<file path="config.mk">
export PLATFORM = sky130hd
export DESIGN_NAME = alu_issue_ctrl
export DESIGN_NICKNAME = d
export VERILOG_FILES = /design/src/rtl/alu_issue_ctrl.sv
export SDC_FILE = /design/constraint.sdc
export NUM_CORES = 1
export LEC_CHECK = 0
export CAP_MARGIN = 20
export CORE_MARGIN = 2
export CORE_UTILIZATION = 45
export DETAILED_ROUTE_END_ITERATION = 10
export PLACE_DENSITY = 0.89
export SLEW_MARGIN = 5
export SYNTH_ARGS = -nofsm -noshare
export SYNTH_HDL_FRONTEND = slang
export SYNTH_SLANG_ARGS = --single-unit
</file>
<file path="constraint.sdc">
create_clock -name clk -period 4.6 [get_ports clk]
set_input_delay 0.92 -clock clk [delete_from_list [all_inputs] [get_ports clk]]
set_output_delay 0.92 -clock clk [all_outputs]
set_load 0.05 [all_outputs]
</file>
<file path="src/rtl/alu_issue_ctrl.sv">
`default_nettype none
// =============================================================================
// alu_issue_ctrl : valid/ready command front end for the 8-bit combinational ALU
// Rev 1.0 - initial release
// =============================================================================
module alu_issue_ctrl #(
  parameter int SETTLE = 1,
  parameter int TAG_W  = 4,
  parameter int CNT_W  = 16
) (
  input  logic             clk,
  input  logic             rst_n,
  input  logic             req_valid_i,
  output logic             req_ready_o,
  input  logic [7:0]       req_a_i,
  input  logic [7:0]       req_b_i,
  input  logic [3:0]       req_sel_i,
  input  logic [TAG_W-1:0] req_tag_i,
  output logic [7:0]       alu_a_o,
  output logic [7:0]       alu_b_o,
  output logic [3:0]       alu_sel_o,
  input  logic [7:0]       alu_s_i,
  input  logic             alu_carry_i,
  input  logic             alu_ovf_i,
  input  logic             alu_zero_i,
  input  logic             alu_sign_i,
  output logic             rsp_valid_o,
  input  logic             rsp_ready_i,
  output logic [7:0]       rsp_data_o,
  output logic [3:0]       rsp_flags_o,
  output logic [TAG_W-1:0] rsp_tag_o,
  output logic             rsp_err_o,
  input  logic             status_clr_i,
  output logic [3:0]       status_o,
  output logic [CNT_W-1:0] op_count_o,
  output logic [7:0]       err_count_o
);

  typedef enum logic [1:0] {
    S_IDLE = 2'd0,
    S_WAIT = 2'd1,
    S_RESP = 2'd2
  } state_t;

  localparam logic [3:0]       SETTLE_LOAD = 4'(SETTLE - 1);
  localparam logic [CNT_W-1:0] OP_ONE      = {{(CNT_W-1){1'b0}}, 1'b1};

  state_t           state_q;
  logic             req_ready_q;
  logic [3:0]       settle_q;
  logic [TAG_W-1:0] tag_q;
  logic [7:0]       alu_a_q;
  logic [7:0]       alu_b_q;
  logic [3:0]       alu_sel_q;
  logic             rsp_valid_q;
  logic [7:0]       rsp_data_q;
  logic [3:0]       rsp_flags_q;
  logic [TAG_W-1:0] rsp_tag_q;
  logic             rsp_err_q;
  logic [3:0]       status_q;
  logic [CNT_W-1:0] op_count_q;
  logic [7:0]       err_count_q;

  logic [3:0]       alu_flags_d;
  logic [3:0]       status_base_d;
  logic [7:0]       err_count_d;

  assign alu_flags_d   = {alu_carry_i, alu_ovf_i, alu_zero_i, alu_sign_i};
  // A clear coinciding with a capture must leave only the new flags.
  assign status_base_d = status_clr_i ? 4'b0000 : status_q;
  assign err_count_d   = (err_count_q == 8'hFF) ? err_count_q : err_count_q + 8'd1;

  always_ff @(posedge clk or negedge rst_n) begin
    if (!rst_n) begin
      state_q     <= S_IDLE;
      req_ready_q <= 1'b1;
      settle_q    <= '0;
      tag_q       <= '0;
      alu_a_q     <= '0;
      alu_b_q     <= '0;
      alu_sel_q   <= '0;
      rsp_valid_q <= 1'b0;
      rsp_data_q  <= '0;
      rsp_flags_q <= '0;
      rsp_tag_q   <= '0;
      rsp_err_q   <= 1'b0;
      status_q    <= '0;
      op_count_q  <= '0;
      err_count_q <= '0;
    end else begin
      if (status_clr_i) begin
        status_q <= 4'b0000;
      end
      case (state_q)
        S_IDLE: begin
          if (req_valid_i && req_ready_q) begin
            tag_q       <= req_tag_i;
            req_ready_q <= 1'b0;
            if (!req_sel_i[3]) begin
              alu_a_q   <= req_a_i;
              alu_b_q   <= req_b_i;
              alu_sel_q <= req_sel_i;
              settle_q  <= SETTLE_LOAD;
              state_q   <= S_WAIT;
            end else begin
              // Illegal opcode never touches the ALU; respond immediately.
              rsp_data_q  <= 8'h00;
              rsp_flags_q <= 4'b0000;
              rsp_tag_q   <= req_tag_i;
              rsp_err_q   <= 1'b1;
              rsp_valid_q <= 1'b1;
              err_count_q <= err_count_d;
              state_q     <= S_RESP;
            end
          end
        end
        S_WAIT: begin
          if (settle_q == 4'd0) begin
            rsp_data_q  <= alu_s_i;
            rsp_flags_q <= alu_flags_d;
            rsp_tag_q   <= tag_q;
            rsp_err_q   <= 1'b0;
            rsp_valid_q <= 1'b1;
            status_q    <= status_base_d | alu_flags_d;
            op_count_q  <= op_count_q + OP_ONE;
            state_q     <= S_RESP;
          end else begin
            settle_q <= settle_q - 4'd1;
          end
        end
        S_RESP: begin
          if (rsp_ready_i) begin
            rsp_valid_q <= 1'b0;
            req_ready_q <= 1'b1;
            state_q     <= S_IDLE;
          end
        end
        default: begin
          rsp_valid_q <= 1'b0;
          req_ready_q <= 1'b1;
          state_q     <= S_IDLE;
        end
      endcase
    end
  end

  assign req_ready_o = req_ready_q;
  assign alu_a_o     = alu_a_q;
  assign alu_b_o     = alu_b_q;
  assign alu_sel_o   = alu_sel_q;
  assign rsp_valid_o = rsp_valid_q;
  assign rsp_data_o  = rsp_data_q;
  assign rsp_flags_o = rsp_flags_q;
  assign rsp_tag_o   = rsp_tag_q;
  assign rsp_err_o   = rsp_err_q;
  assign status_o    = status_q;
  assign op_count_o  = op_count_q;
  assign err_count_o = err_count_q;

endmodule
`default_nettype wire

</file>
### After elaboration in Yosys (flattened, before gate mapping)

Cells that the tools add are included.
Widths: inputs -> output; s select.

* output and inout port bits: 67
* logic and storage cells: 78
* bits in registers: 76
* input port bits: 41

* $add $sub $neg: 3
* bitwise operators: 4
* equality and inequality tests: 9
* muxes and demuxes: 34
* reductions and logical operators: 13

Operators with widths (count)
* $mux 4: 12
* $mux 8: 3
* $pmux 4 s2: 3
* $add 16x1->16 const B: 1
* $pmux 8 s2: 1
* $reduce_and 4->1: 4
* $ne 2x2->1 const B: 6
* $reduce_and 3->1: 3
* $add 8x1->8 const B: 1
* $eq 8x8->1 const B: 1
* $mux 2: 4
* $mux 1: 7
* $pmux 1 s3: 2
* $pmux 2 s3: 1
* $logic_not 4->1: 1
* $or 4x4->4: 1
* $reduce_and 2->1: 2
* $sub 4x1->4 const B: 1
* $not 1->1: 3
* $eq 2x1->1 const B: 1
* $eq 2x2->1 const B: 1
* $logic_not 2->1: 1
* $pmux 1 s2: 1
* $reduce_bool 2->1: 1
* $logic_and 1x1->1: 1

### Logic depth before layout (Yosys ltp)

* word-level depth: 4
* gate-level depth with buffers: 8
* mapped depth without buffers: 6

### Worst setup path before layout

No wires, ideal clock.

* kind: in2reg
* from: in req_valid_i
* to: reg alu_a_q[0] (netlist: alu_a_o[0])
* cell stages on the path: 6
* path buffers: 3
* setup slack: 2.474 ns
* arrival time: 2.001 ns
* data required time: 4.475 ns
* library setup time: 0.125 ns
* cells stage by stage: and4bb_1 -> buf_2 -> and2_1 -> buf_4 -> buf_6 -> mux2_2

* word-level cells in the longest chain between the ends: 2

Ends and longest elaborated chain
* from (decl): line 13 `input logic req_valid_i,`
* $logic_and 1x1->1: line 96 `if (req_valid_i && req_ready_q) begin`
* $reduce_and 3->1 (no source line)
* to (signal assigned): line 100 `alu_a_q <= req_a_i;`
* to (decl): line 52 `logic [7:0] alu_a_q;`

No other way between the ends.
A chain may end at the register's enable or synchronous reset.

### Worst setup path after layout

Same ends and word-level chain as after synthesis.

==> metrics.csv <==
stage;metric;value;unit
worst_hold_path;hold_path_class;flip-flop to flip-flop;
routing;drt.antenna.violating_nets;0;
cts;clk_path_buf_depth;2;
cts;cts_tree;built;
layout;multiInputGateArea;0.001241;sq mm
setup_path;cp-end-kind;flip-flop;
setup_path;start_kind;input pin;
synthesis;syn_avg_cell_area;11.64;sq um
layout;fill_cells;535;
die;rows;30;
worst_hold_path;hold_path_startpoint;rsp_flags_o[3];
global_route;globalRoute.totalOverflow;0;
synthesis;async_reset_ff_frac;1.000;
routing;drc;0;
outcome;status;complete, no violations;
global_route;grt_pass1_vias;2369;
worst_hold_path;hold_end;rsp_flags_o[3];
synthesis;mappedNetlistArea;0.003248;sq mm
layout;seq_area;0.001903;sq mm
cts;cts_resized;0;
pwr;power_density;683.7;mW/mm^2
sta;period_share;0.6109;
cts;postCtsSetupBuffers;0;
layout;num_antenna_cells;0;
routing;drt_wl_total;7221;um
setup_path;rrSetupSlack;2330;ps
synthesis;synth-edff-count;0;
synthesis;ys_types;44;
pwr;vdd_drop_max;0.0002827;V
cts;clk_latency;340;ps
cts;postCtsHoldBufs;0;
die;fp.dieW;88.96;um
synthesis;post_synth_inst_count;279;
job;maxCapViolCount;0;
pwr;finalPower;3.146;mW
pwr;p_leak;1.997;nW
synthesis;yosysSeqAreaShare;0.5859;
place;gp_congestion;0.7668;
sta;rsz0062_at_grt;no;
setup_path;path_max_fanout;19;
cts;cts_made_buffers;9;
sta;finalHoldViolations;0;
setup_path;crit_arrival;3030;ps
sta;fin_setup_tns;0;ps
sta;finClkSkew;8.850;ps
worst_hold_path;hold_depth;2;
die;ios;108;
setup_path;critPathRequiredTime;4820;ps
place;io_buffers;106;
routing;routed_via_density;5.012;
setup_path;reg2reg_depth;3;
sta;setup_viol;0;
global_route;track_usage;0.1867;
setup_path;reg2reg_to;alu_a_o[0];
layout;final_core_util;0.6661;
routing;via_count;2446;
cts;clockRootBuffer;clkbuf_8;
place;dp_hpwl;5367;um
routing;drtIter0Drc;125;
place;dp.cells;470;
global_route;antenna_found_initial;0;
routing;wl_per_cell;14.80;um
routing;drtPass1Iterations;5;
die;coreArea;0.006907;sq mm
sta;min_period;2810;ps
cts;htreeDepth;3;
synthesis;synth_nets;324;
sta;slew_violations;0;
synthesis;ys_seq_elements;76;
setup_path;worst-setup-path-type;input pin to flip-flop;
synthesis;ys.warnings.count;0;
global_route;grt_max_degree;77;
die;initial_core_util;0.4703;
sta;slew_headroom;0.3770;
setup_path;reg2reg_from;state_q[0];
layout;syn_to_final_growth;41.64;%
die;fp.dieArea;0.007914;sq mm
layout;drive_gt1_frac;0.1224;
cts;numClockSinks;76;
layout;final_cells;488;
global_route;grt_pass1_wl;11250;um
cts;path_clk_slew;80;ps
layout;nNetsFinal;432;
sta;fmax;355.9;MHz
synthesis;synthFlopType;dfrtp_1;
sta;worst_slew_pin_slew;934.5;ps
die;die_y;88.96;um
Yosys cell counts (all sizes together), types with 2 or more instances:
cell type,count,area [sq um]
mux2i,4,40.04
dfrtp,75,1877
a22o,2,17.52
nand2,47,176.4
and4bb,2,25.02
nand4,5,31.28
mux2,26,292.8
nor3,4,25.02
buf,9,62.55
and4,2,17.52
ha,4,50.05
nand3,8,40.04
nand2b,2,12.51
nor2,6,25.03
o21ai,24,120.1
and3,6,37.54
xnor2,15,131.4
xor2,4,35.03
a21oi,3,15.01
nor2b,2,12.51
inv,10,37.54
o31ai,2,15.01
clkbuf,2,7.510
logic make-up after synthesis:
| kind of cell | after synthesis | synth area share |
|---|---|---|
| AND/OR/NAND/NOR | 91 | 0.1452 |
| flip-flops | 76 | 0.5859 |
| AO/OA/AOI/OAI | 37 | 0.06549 |
| multiplexers | 30 | 0.1025 |
| buffers and inverters | 21 | 0.03313 |
| XOR/XNOR | 19 | 0.05123 |
| adder cells (fa/ha/maj) | 4 | 0.01541 |
| other | 1 | 0.001155 |
sequential cells by signal (all words and copies together) (netlist names), 8 cells and up:
name         count
alu_a_o          8
alu_b_o          8
err_count_o      8
op_count_o      16
rsp_data_o       8
routing by layer:
metal,up-vias,share of wire,global-route usage
li1,1173,-,-
met1,1179,0.41,0.2289
met2,83,0.50,0.3155
met3,11,0.072,0.05633
met4,0,0.018,0.06513
met5,-,0,0
per-stage QoR:
stage	setup WS (ps)	hold slack, ps	area, sq um
6_report	1790	481.6	4601
3_5_place_dp	1433	468.2	4360
3_3_place_gp	1541	459.0	4360
4_1_cts	1808	486.1	4578
5_1_grt	1676	500.2	4601
2_1_floorplan	2474	466.8	3248
worst max-delay path, stage by stage:
cell and delay [ps]:
clkdlybuf4s50_1 530, and4bb_1 400, and2_1 750, mux2_2 420
area by class of cell:
cell class	instances	area share
multi-input combinational	182	0.2698
clock inverter	4	0.01577
timing repair buffer	108	0.2350
sequential	76	0.4137
tap	96	0.02611
inverter	10	0.008159
clock buffer	12	0.03155
cell usage in the layout (no fill, tap or decap), drive strengths merged, types with 2 or more instances in the layout:
master / instances
a21oi: 3
a22o: 2
and3: 6
and4: 2
and4bb: 2
buf: 3
bufinv: 2
clkbuf: 12
clkdlybuf4s50: 105
dfrtp: 75
ha: 4
inv: 10
mux2: 26
mux2i: 4
nand2: 47
nand2b: 2
nand3: 8
nand4: 5
nor2: 6
nor2b: 2
nor3: 4
o21ai: 24
o31ai: 2
xnor2: 15
xor2: 4
report_power, final:
| group | total [mW] | switching (mW) | internal, mW |
|---|---|---|---|
| Combinational | 1.54 | 0.983 | 0.554 |
| Sequential | 1.06 | 0.158 | 0.898 |
| Clock | 0.552 | 0.232 | 0.320 |
how the worst max path moves through the flow:
stage | start | end | slack, ps
4_1_cts | req_valid_i | alu_a_o[0] | 1810
3_3_place_gp | req_valid_i | alu_b_o[3] | 1540
5_1_grt | req_valid_i | alu_a_o[6] | 1680
6_report | req_valid_i | alu_a_o[0] | 1790
3_5_place_dp | req_valid_i | alu_a_o[6] | 1430
2_1_floorplan | req_valid_i | alu_a_o[0] | 2470
No activity file was read; power rests on OpenSTA's default activity.
